[config.mk]
export PLATFORM = sky130hd
export DESIGN_NAME = apb_sl_regfile
export DESIGN_NICKNAME = d
export VERILOG_FILES = /design/src/rtl/apb_sl_regfile.sv
export SDC_FILE = /design/constraint.sdc
export NUM_CORES = 1
export LEC_CHECK = 0
export ABC_AREA = 1
export CORE_UTILIZATION = 30
export DETAILED_ROUTE_END_ITERATION = 6
export GPL_ROUTABILITY_DRIVEN = 0
export GPL_TIMING_DRIVEN = 0
export PLACE_DENSITY_LB_ADDON = 0.05
export SKIP_CTS_REPAIR_TIMING = 1
export SYNTH_ARGS = -nofsm -noshare
export SYNTH_HDL_FRONTEND = slang
export SYNTH_SLANG_ARGS = --single-unit
[constraint.sdc]
create_clock -name clk -period 3.2 [get_ports clk]
set_clock_uncertainty 0.1 [all_clocks]
set_input_delay 0.32 -clock clk [delete_from_list [all_inputs] [get_ports clk]]
set_output_delay 0.32 -clock clk [all_outputs]
set_load 0.05 [all_outputs]
[src/rtl/apb_sl_regfile.sv]
// apb_sl_regfile
//   APB3 slave register file sitting between the system bus and the SL
//   (SL0/SL1) transceiver core. Zero-wait-state bus, TX valid/ready
//   handshake, RX FIFO, sticky error flags and a registered interrupt.
//
// Ports
//   clk, rst_n                   clock (posedge), async active-low reset
//   psel_a, penable_a, pwrite_a  APB control
//   paddr_a, pwdata_a            APB address / write data
//   prdata_a, pready_a,          APB read data / completion / error
//   pslverr_a
//   cfg_o                        config to core: [0] PCE [6:1] BQ [7] MODE [8] IRQM
//   tx_data_o, tx_valid_o,       word to SL transmitter with handshake
//   tx_ready_i
//   rx_data_i, rx_valid_i        received word and its push strobe
//   rx_perr_i, line_err_i        receiver parity / line error pulses
//   irq_o                        interrupt request
//
// Register map (paddr_a[4:2])
//   0 CONFIG  R/W
//   1 STATUS  R, W1C on sticky bits [5:3]
//   2 TX_DATA W
//   3 RX_DATA R, read pops the FIFO

module apb_sl_regfile #(
  parameter int DATA_W   = 32,
  parameter int CFG_W    = 16,
  parameter int RX_DEPTH = 4,
  parameter int ADDR_W   = 8
) (
  input  logic              clk,
  input  logic              rst_n,
  input  logic              psel_a,
  input  logic              penable_a,
  input  logic              pwrite_a,
  input  logic [ADDR_W-1:0] paddr_a,
  input  logic [DATA_W-1:0] pwdata_a,
  output logic [DATA_W-1:0] prdata_a,
  output logic              pready_a,
  output logic              pslverr_a,
  output logic [CFG_W-1:0]  cfg_o,
  output logic [DATA_W-1:0] tx_data_o,
  output logic              tx_valid_o,
  input  logic              tx_ready_i,
  input  logic [DATA_W-1:0] rx_data_i,
  input  logic              rx_valid_i,
  input  logic              rx_perr_i,
  input  logic              line_err_i,
  output logic              irq_o
);

  localparam int PTR_W = (RX_DEPTH > 1) ? $clog2(RX_DEPTH) : 1;
  localparam int CNT_W = PTR_W + 1;
  localparam logic [CNT_W-1:0] CNT_FULL = CNT_W'(RX_DEPTH);

  localparam logic [2:0] OFF_CONFIG = 3'd0;
  localparam logic [2:0] OFF_STATUS = 3'd1;
  localparam logic [2:0] OFF_TX     = 3'd2;
  localparam logic [2:0] OFF_RX     = 3'd3;

  logic              setup, access;
  logic [2:0]        off;
  logic              acc_err, wr_ok, rd_ok;
  logic              cfg_we, stat_we, tx_we, pop, push_ok, ovf_set;

  logic [CFG_W-1:0]  cfg_q;
  logic [DATA_W-1:0] tx_data_q;
  logic              tx_valid_q;
  logic [DATA_W-1:0] rx_mem [RX_DEPTH];
  logic [PTR_W-1:0]  rd_ptr, wr_ptr;
  logic [CNT_W-1:0]  rx_cnt;
  logic              rx_ne, rx_full;
  logic              ovf_q, pef_q, lef_q, irq_q;
  logic [DATA_W-1:0] rd_q;
  logic [DATA_W-1:0] status, rd_mux;

  // Address LSBs and the high address/data bits are don't-care by design.
  logic unused_bits;
  assign unused_bits = ^{paddr_a, pwdata_a};

  assign setup  = psel_a & ~penable_a;
  assign access = psel_a & penable_a;
  assign off    = paddr_a[4:2];

  assign rx_ne   = (rx_cnt != '0);
  assign rx_full = (rx_cnt == CNT_FULL);

  // Access-phase error decode; TX busy is sampled here, not at setup.
  always_comb begin
    acc_err = 1'b0;
    case (off)
      OFF_CONFIG: acc_err = 1'b0;
      OFF_STATUS: acc_err = 1'b0;
      OFF_TX:     acc_err = ~pwrite_a | tx_valid_q;
      OFF_RX:     acc_err = pwrite_a;
      default:    acc_err = 1'b1;
    endcase
  end

  assign wr_ok   = access & pwrite_a & ~acc_err;
  assign rd_ok   = access & ~pwrite_a & ~acc_err;
  assign cfg_we  = wr_ok & (off == OFF_CONFIG);
  assign stat_we = wr_ok & (off == OFF_STATUS);
  assign tx_we   = wr_ok & (off == OFF_TX);
  assign pop     = rd_ok & (off == OFF_RX) & rx_ne;
  // A pop in the same cycle frees the slot, so a full FIFO can still accept.
  assign push_ok = rx_valid_i & (~rx_full | pop);
  assign ovf_set = rx_valid_i & rx_full & ~pop;

  always_comb begin
    status        = '0;
    status[0]     = tx_valid_q;
    status[1]     = rx_ne;
    status[2]     = rx_full;
    status[3]     = ovf_q;
    status[4]     = pef_q;
    status[5]     = lef_q;
    status[15:8]  = 8'(rx_cnt);
  end

  always_comb begin
    rd_mux = '0;
    case (off)
      OFF_CONFIG: rd_mux[CFG_W-1:0] = cfg_q;
      OFF_STATUS: rd_mux = status;
      OFF_RX:     rd_mux = rx_ne ? rx_mem[rd_ptr] : '0;
      default:    rd_mux = '0;
    endcase
  end

  // Read data is captured at setup so STATUS/RX head reflect pre-access state.
  always_ff @(posedge clk or negedge rst_n) begin
    if (!rst_n)     rd_q <= '0;
    else if (setup) rd_q <= pwrite_a ? '0 : rd_mux;
  end

  always_ff @(posedge clk or negedge rst_n) begin
    if (!rst_n)      cfg_q <= '0;
    else if (cfg_we) cfg_q <= pwdata_a[CFG_W-1:0];
  end

  always_ff @(posedge clk or negedge rst_n) begin
    if (!rst_n) begin
      tx_data_q  <= '0;
      tx_valid_q <= 1'b0;
    end else if (tx_we) begin
      tx_data_q  <= pwdata_a;
      tx_valid_q <= 1'b1;
    end else if (tx_valid_q & tx_ready_i) begin
      tx_valid_q <= 1'b0;
    end
  end

  always_ff @(posedge clk) begin
    if (push_ok) rx_mem[wr_ptr] <= rx_data_i;
  end

  always_ff @(posedge clk or negedge rst_n) begin
    if (!rst_n) begin
      rd_ptr <= '0;
      wr_ptr <= '0;
      rx_cnt <= '0;
    end else begin
      if (push_ok) wr_ptr <= wr_ptr + 1'b1;
      if (pop)     rd_ptr <= rd_ptr + 1'b1;
      case ({push_ok, pop})
        2'b10:   rx_cnt <= rx_cnt + 1'b1;
        2'b01:   rx_cnt <= rx_cnt - 1'b1;
        default: rx_cnt <= rx_cnt;
      endcase
    end
  end

  // Sticky flags: a set event in the same cycle as a W1C wins.
  always_ff @(posedge clk or negedge rst_n) begin
    if (!rst_n) begin
      ovf_q <= 1'b0;
      pef_q <= 1'b0;
      lef_q <= 1'b0;
    end else begin
      ovf_q <= ovf_set    | (ovf_q & ~(stat_we & pwdata_a[3]));
      pef_q <= rx_perr_i  | (pef_q & ~(stat_we & pwdata_a[4]));
      lef_q <= line_err_i | (lef_q & ~(stat_we & pwdata_a[5]));
    end
  end

  always_ff @(posedge clk or negedge rst_n) begin
    if (!rst_n) irq_q <= 1'b0;
    else        irq_q <= cfg_q[8] ? rx_ne : (rx_ne | ovf_q | pef_q | lef_q);
  end

  assign pready_a   = access;
  assign pslverr_a  = access & acc_err;
  assign prdata_a   = rd_ok ? rd_q : '0;
  assign cfg_o      = cfg_q;
  assign tx_data_o  = tx_data_q;
  assign tx_valid_o = tx_valid_q;
  assign irq_o      = irq_q;

endmodule
==> results.json, run 1 <==
{
  "fin_util_pct": 41.4,
  "drc": 0,
  "drive_above_1_share_pct": 6.96,
  "die_area_sq_um": 30500,
  "hold_class": "in -> reg",
  "slew_headroom_pct": 52.8,
  "placed_area_sq_um": 11100,
  "path_max_fanout": 5,
  "grt_busiest_layer": "met2",
  "maxSlewViolCount": 0,
  "vias": 6272,
  "path_class": "reg -> out",
  "start_kind": "flip-flop",
  "drt-pass1-iter-count": 4,
  "rows": 62,
  "coreArea_sq_um": 29000,
  "ys_types": 31,
  "dp_hpwl_mm": 17.2,
  "multiInputGateArea_sq_um": 2270,
  "synth_seq_area_share_pct": 68.8,
  "power_density_nw_per_um2": 703,
  "clkLatencyLatePin_ps": 540,
  "syn-mean-instance-area_sq_um": 10.9,
  "cts_sinks": 220,
  "ir_worst_vdd_v": 0.000395,
  "finalCriticalPeriod_ps": 3010,
  "gr-usage-all-layers_pct": 16.8,
  "finalInstanceArea_sq_um": 12000,
  "yosysWarnings": 0,
  "p_leak_nw": 5.24,
  "seq_area_sq_um": 6150,
  "r2r-end": "rx_mem[3][16]",
  "met1_usage_pct": 23.3,
  "max_freq_ghz": 0.332,
  "clockBufferDepth": 3,
  "cts_tree": "built",
  "r2r-start": "rx_cnt[0]",
  "nNetsFinal": 1102,
  "clkTransAtPathRegs_ps": 60,
  "setup_tns_ps": 0,
  "finalCritPeriodShare_pct": 94.2,
  "cts_inserted_buffers": 26,
  "hold_viol_final": 0,
  "hold_depth": 3,
  "ys_ff_latch": 220,
  "port_buffers": 159,
  "via_per_inst": 4.42,
  "wire_per_inst_um": 17.6,
  "num-fill-cells": 2862,
  "outcome": "completed",
  "drtIter0Drc": 353,
  "grt_setup_unrepaired": "false",
  "reg2reg_depth": 9,
  "root_buffer": "clkbuf_16",
  "grt_antenna_before_repair": 2,
  "die_x_um": 175,
  "use_met2_pct": 26.8,
  "netlist_area_sq_um": 8930,
  "initial_core_util_pct": 30.8,
  "grt_overflow": 0,
  "die_y_um": 175,
  "cts.htree.levels": 1,
  "grt_max_degree": 54,
  "ant_nets": 0,
  "finalSetupViolCount": 0,
  "tightest_slew_ps": 708,
  "diodes": 0,
  "io_pins": 165,
  "grt_pass1_wl_mm": 38.9,
  "drt-total-wl_mm": 24.9,
  "holdPathEnd": "pef_q",
  "grt_pass1_vias": 6554,
  "arrival_ps": 2590,
  "gr-usage-met3_pct": 3.39,
  "area_delta_synth_final_pct": 34.5,
  "synthCells": 823,
  "cap_violations": 0,
  "ff2ff_setup_slack_ps": 480,
  "crit_path_end_kind": "primary output",
  "synthesis.nets": 909,
  "min_from": "rx_perr_i",
  "cp.required_ps": 2780
}
-- power breakdown --
part	internal [W]	leakage (nW)	switching, W
Combinational	0.000668	2.47	0.00140
Clock	0.00158	0.384	0.00114
Sequential	0.00351	2.39	0.000152
-- cell usage after synthesis --
library cell	instances	area [sq um]
a21boi_2	1	11.3
a21oi_1	13	65.1
a21oi_2	1	8.76
a22oi_1	1	7.51
a32o_1	9	90.1
buf_2	4	20.0
buf_6	6	67.6
clkbuf_1	29	109
clkinv_1	3	11.3
dfrtp_1	92	2300
edfxtp_1	128	3840
fa_1	1	20.0
ha_1	4	50.1
inv_1	88	330
inv_2	1	3.75
nand2_1	189	709
nand2_2	1	6.26
nand3_1	34	170
nand3_2	2	20.0
nand4_1	3	18.8
nor2_1	76	285
nor3_1	2	10.0
nor3_2	1	10.0
o211ai_1	2	15.0
o21ai_0	67	335
o21ai_1	27	135
o21ai_2	10	87.6
o22ai_1	22	138
o2bb2ai_1	1	8.76
or2_1	1	6.26
xor2_1	4	35.0
-- area by class of cell --
| type | count | share of cell area (%) |
|---|---|---|
| Sequential cell | 220 | 51.2 |
| Multi-Input combinational cell | 472 | 18.9 |
| Timing Repair Buffer | 165 | 14.8 |
| Clock buffer | 37 | 6.09 |
| Tap cell | 384 | 4.00 |
| Inverter | 92 | 2.87 |
| Buffer | 39 | 1.64 |
| Clock inverter | 10 | 0.479 |
-- sequential cells by signal, summed over array words and instances, names as in the netlist --
register    cells
cfg_o          16
irq_o           1
lef_q           1
ovf_q           1
pef_q           1
rd_ptr          2
rd_q           32
rx_cnt          3
rx_mem        128
tx_data_o      32
tx_valid_o      1
wr_ptr          2
-- cell usage in the layout, fill, tap and decap left out, types with 3 or more instances in the layout --
cell type,n
buf_2,4
dfrtp_1,92
clkbuf_1,36
buf_6,6
ha_1,4
xor2_1,4
o21ai_1,27
nand4_1,3
clkbuf_8,4
edfxtp_1,128
o22ai_1,22
nand3_1,34
inv_1,88
clkinv_2,3
clkinv_1,8
a32o_1,9
nor2_1,72
clkbuf_16,26
nor2_4,4
o21ai_2,10
buf_12,4
dlymetal6s2s_1,30
a21oi_1,13
nand2_1,189
clkdlybuf4s50_1,128
o21ai_0,67
-- per-stage QoR --
stage | total power (W) | setup slack (ps) | std cells | hold WS (ps)
floorplan | 0.00493 | -23.7 | 823 | -75.6
global placement | 0.00574 | -2360 | 1366 | 368
detailed placement | 0.00583 | -265 | 1371 | 278
CTS | 0.00859 | -256 | 1418 | -279
global route | 0.00893 | 27.5 | 1419 | 225
finish | 0.00845 | 186 | 1419 | 231
-- worst max-delay path by stage --
stage / slack, ps / cells past startpoint / startpoint / endpoint
finish: 190 / 6 / tx_valid_o / prdata_a[31]
global route: 30 / 7 / tx_valid_o / prdata_a[16]
CTS: -260 / 7 / tx_valid_o / prdata_a[16]
detailed placement: -260 / 10 / paddr_a[2] / rx_mem[0][27]
global placement: -2360 / 1 / rst_n / rd_q[25]
floorplan: -20 / 7 / tx_valid_o / rx_mem[0][0]
-- worst max-delay path: stages, from the launching register on --
cell and delay (ps):
dfrtp_1 380, inv_1 130, nand2_1 90, a21oi_2 180
nand2_1 190, nor2_1 250, clkdlybuf4s50_1 850
-- routing by layer --
layer / wire [um] / share of wire (%)
met5: 17 / 0.068
met4: 575 / 2.3
met3: 1340 / 5.4
met2: 11100 / 45
met1: 11900 / 48
-- cells by family (layout without fill, tap and decap cells) --
group / Yosys count / count (layout) / share of synthesized area, %
AO/OA/AOI/OAI: 154 / 154 / 10.1
XOR/XNOR: 4 / 4 / 0.392
adder cells (fa/ha/maj): 5 / 5 / 0.785
buffers and inverters: 131 / 343 / 6.07
flip-flops: 220 / 220 / 68.8
AND/OR/NAND/NOR: 309 / 309 / 13.8
(Power assumes the default switching activity.)
==> run 2, diff against run 1 <==
CORE_UTILIZATION = 56   (was 30)
clock period = 3.7 ns   (was 3.2 ns; I/O delays follow)
==> results.json, run 2 (synthesis gave the netlist of run 1 again) <==
{
  "outcome": "completed",
  "grt_pass1_wl_mm": 34.4,
  "die_area_sq_um": 16500,
  "largest_register_ffs": 128,
  "io_pins": 165,
  "slew_headroom_pct": 58.2,
  "drive_above_1_share_pct": 7.09,
  "critPathMaxStageDelay_ps": 890,
  "grt_antenna_before_repair": 0,
  "finalCriticalPeriod_ps": 3350,
  "path_buf_inv": 3,
  "start_kind": "flip-flop",
  "cp.required_ps": 3230,
  "path_class": "reg -> out",
  "initial_core_util_pct": 58.1,
  "finalSetupViolCount": 0,
  "finalCritPeriodShare_pct": 90.5,
  "rows": 45,
  "die_y_um": 128,
  "via_per_inst": 5.34,
  "ant_nets": 0,
  "ir_worst_vdd_v": 0.000579,
  "fin_util_pct": 76.1,
  "gr-usage-all-layers_pct": 27.4,
  "hold_class": "in -> async",
  "grt_setup_unrepaired": "false",
  "maxSlewViolCount": 0,
  "cts_sinks": 220,
  "drtIter0Drc": 506,
  "clkLatencyLatePin_ps": 520,
  "drt-total-wl_mm": 21.7,
  "drc": 0,
  "critPathTopFamily": "buffers and inverters",
  "cts_inserted_buffers": 23,
  "top_register": "rx_mem",
  "slowest_stage": "clkdlybuf4s50_1",
  "clkTransAtPathRegs_ps": 60,
  "grt_max_degree": 69,
  "layout_common_cells": "nand2_1, clkdlybuf4s50_1, edfxtp_1",
  "p_leak_nw": 4.67,
  "dp_hpwl_mm": 14.9,
  "cap_violations": 0,
  "vias": 6627,
  "root_buffer": "clkbuf_16",
  "diodes": 0,
  "grt_overflow": 0,
  "max_freq_ghz": 0.298,
  "multiInputGateArea_sq_um": 2270,
  "port_buffers": 159,
  "hold-worst-slack_ps": 240,
  "arrival_ps": 2880,
  "area_delta_synth_final_pct": 30.9,
  "drt-pass1-iter-count": 5,
  "cts.htree.levels": 1,
  "clockBufferDepth": 3,
  "die_x_um": 128,
  "worst_path_most_repeated_cell": "nand2_1",
  "tightest_slew_ps": 627,
  "nNetsFinal": 1099,
  "wire_per_inst_um": 17.5,
  "power_density_nw_per_um2": 613,
  "power_w": 0.00717,
  "seq_area_sq_um": 6150,
  "crit_chain": "inv_1 -> nand2_1 -> a21oi_2 -> nand2_1 -> clkbuf_1 -> nor2_1 -> clkdlybuf4s50_1",
  "grt_pass1_vias": 6485,
  "path_max_fanout": 10,
  "coreArea_sq_um": 15400,
  "hold_viol_final": 0,
  "cts_tree": "built",
  "crit_path_end_kind": "primary output",
  "num-fill-cells": 1074,
  "mostFrequentLayoutCell": "nand2_1"
}
-- run 2: cell types whose count changed in the layout (fill, tap and decap cells not counted), sizes merged --
cell           before  now
clkinvlp            1    2
clkdlybuf4s50     128  158
clkbuf             66   61
bufinv              0    1
inv                89   90
clkinv             12    9
dlymetal6s2s       30    0
-- run 2: report_power, final --
group / total (W) / internal, W / switching (W)
clock: 0.00221 / 0.00128 / 0.000926
combinational: 0.00178 / 0.000597 / 0.00119
sequential: 0.00317 / 0.00303 / 0.000142
total: 0.00717 / 0.00491 / 0.00225
-- run 2: worst paths after layout --
| check | startpoint | to | slack [ps] | depth (start not counted) |
|---|---|---|---|---|
| max in group asynchronous | rst_n | cfg_o[7] | 2570 | 3 |
| worst max register to register | rx_cnt[0] | rx_mem[3][28] | 940 | 9 |
| worst min-delay path | rst_n | tx_data_o[26] | 240 | 2 |
| worst min register to register | tx_data_o[18] | tx_data_o[18] | 380 | 2 |
| worst max-delay path | tx_valid_o | prdata_a[13] | 350 | 7 |
| min in group clk | pwdata_a[28] | tx_data_o[28] | 290 | 3 |
-- run 2: worst register-to-register path, delay by kind of cell (launching register included) --
family	cells	cell delay [ps]
DFF	1	410
and+or+nand+nor	7	1570
buffers and inverters	2	400
-- run 2: per-stage QoR --
step / cell area, sq um / setup TNS [ps] / instances / setup WS, ps
6_report: 11700 / 0 / 1241 / 350
5_1_grt: 11700 / 0 / 1241 / 181
4_1_cts: 11700 / 0 / 1240 / 340
3_5_place_dp: 11000 / 0 / 1198 / 223
3_3_place_gp: 10800 / -297690 / 1193 / -1390
2_1_floorplan: 8930 / 0 / 823 / 476
-- run 2: area by class of cell --
cell class	instances	area share, %
multi-input combinational	472	19.4
sequential	220	52.6
clock inverter	10	0.803
inverter	92	2.95
timing repair buffer	165	14.9
clock buffer	32	5.45
buffer	39	1.68
tap	211	2.26
-- run 2: layer usage --
layer	GRT usage [%]	part of all wire, %	wire length [um]	up-vias
li1	-	-	-	3136
met1	39.1	43	9300	3133
met2	43.6	46	10000	313
met3	3.71	8.5	1850	45
met4	9.27	2.4	528	0
met5	0	0	0	-
==> run 3, diff against run 2 <==
CORE_UTILIZATION = 52   (was 56)
PLACE_DENSITY = 0.79   (was default)
PLACE_DENSITY_LB_ADDON = default   (was 0.05)
clock period = 3.35 ns   (was 3.7 ns; I/O delays follow)
==> results.json, run 3 (synthesis gave the netlist of run 1 again) <==
{
  "power_w": 0.00800,
  "path_max_fanout": 10,
  "crit_chain": "inv_1 -> nand2_1 -> a21oi_2 -> nand2_1 -> clkbuf_1 -> nor2_1 -> clkdlybuf4s50_1",
  "rows": 47,
  "cap_violations": 0,
  "slowest_stage": "clkdlybuf4s50_1",
  "largest_register_ffs": 128,
  "placed_area_sq_um": 10900,
  "root_buffer": "clkbuf_16",
  "coreArea_sq_um": 16700,
  "io_pins": 165,
  "outcome": "completed",
  "finalCritPeriodShare_pct": 97.1,
  "die_y_um": 133,
  "cp.depth": 7,
  "via_per_inst": 5.36,
  "layout_setup_ws_ps": 97.8,
  "cts_tree": "built",
  "area_delta_synth_final_pct": 31.6,
  "drc": 0,
  "dp_hpwl_mm": 15.3,
  "ir_worst_vdd_v": 0.000504,
  "crit_path_end_kind": "primary output",
  "diodes": 0,
  "finalSetupViolCount": 0,
  "hold_viol_final": 0,
  "drive_above_1_share_pct": 6.88,
  "post-place-ws_ps": 92.5,
  "reg2reg_depth": 8,
  "hold_depth": 3,
  "path_buf_inv": 3,
  "vias": 6715,
  "grt_antenna_before_repair": 0,
  "die_x_um": 133,
  "grt_max_degree": 50,
  "drt-pass1-iter-count": 7,
  "path_class": "reg -> out",
  "gr-usage-all-layers_pct": 25.8,
  "fin_cells": 1252,
  "cp.required_ps": 2910,
  "setup_tns_ps": 0,
  "dp_cells": 1207,
  "grt_overflow": 0,
  "critPathMaxStageDelay_ps": 830,
  "grt_setup_unrepaired": "false",
  "finalInstanceArea_sq_um": 11800,
  "p_leak_nw": 4.89,
  "drt-total-wl_mm": 22.2,
  "port_buffers": 159,
  "grt_pass1_vias": 6636,
  "arrival_ps": 2820,
  "critPathTopFamily": "buffers and inverters",
  "cts_inserted_buffers": 24,
  "clockBufferDepth": 3,
  "maxSlewViolCount": 0,
  "drtIter0Drc": 524,
  "cts.htree.levels": 1,
  "wire_per_inst_um": 17.7,
  "ant_nets": 0,
  "die_area_sq_um": 17700,
  "clkTransAtPathRegs_ps": 60,
  "power_density_nw_per_um2": 681,
  "hold_class": "in -> reg",
  "worst_path_most_repeated_cell": "nand2_1",
  "mostFrequentLayoutCell": "nand2_1",
  "slew_headroom_pct": 54.7,
  "tightest_slew_ps": 679,
  "nNetsFinal": 1100,
  "top_register": "rx_mem",
  "clkLatencyLatePin_ps": 510,
  "num-fill-cells": 1187,
  "max_freq_ghz": 0.307,
  "initial_core_util_pct": 53.5,
  "cts_sinks": 220,
  "grt_pass1_wl_mm": 35.1,
  "layout_common_cells": "nand2_1, clkdlybuf4s50_1, edfxtp_1",
  "finalCriticalPeriod_ps": 3250,
  "start_kind": "flip-flop"
}
-- run 3: path summary, 6_finish.rpt --
path	slack (ps)	to	start
worst max-delay path	100	prdata_a[10]	tx_valid_o
worst min-delay path	270	pef_q	rx_perr_i
worst max register to register	730	rx_mem[0][27]	tx_valid_o
worst min register to register	380	tx_data_o[21]	tx_data_o[21]
max in group asynchronous	2170	tx_data_o[6]	rst_n
min in group asynchronous	320	rd_q[19]	rst_n
-- run 3: power breakdown --
group	switching (W)	internal [W]
Sequential	0.000156	0.00335
Combinational	0.00131	0.000645
Clock	0.00101	0.00154
Total	0.00247	0.00553
-- run 3: area by class of cell --
class	instances	area [sq um]	share of cell area [%]
flip-flops and latches	220	6150	52.3
inverters	92	345	2.94
plain buffers	39	196	1.67
multi-input cells	472	2270	19.3
clock buffers	33	666	5.66
repair buffers	165	1750	14.9
clock inverters	11	104	0.883
well taps	220	275	2.34
-- run 3: routing by layer --
metal	GRT usage, %	part of all wire (%)	vias to the layer above
met5	0	0	-
met4	8.30	2.5	0
met3	5.02	7.9	42
met2	43.6	49	311
met1	33.6	40	3221
li1	-	-	3141
-- run 3: through the flow --
step                      hold WS (ps)  util, %
after detailed placement           318     65.6
after global routing               267     70.4
after global placement             363     64.7
after floorplan                  -60.6        -
final                              266     70.4
after CTS                         -211     70.2
-- run 3: tightest hold or removal path, delay by kind of cell --
kind                   cells  cell delay (ps)
buffers and inverters      2              450
and+or+nand+nor            1               50
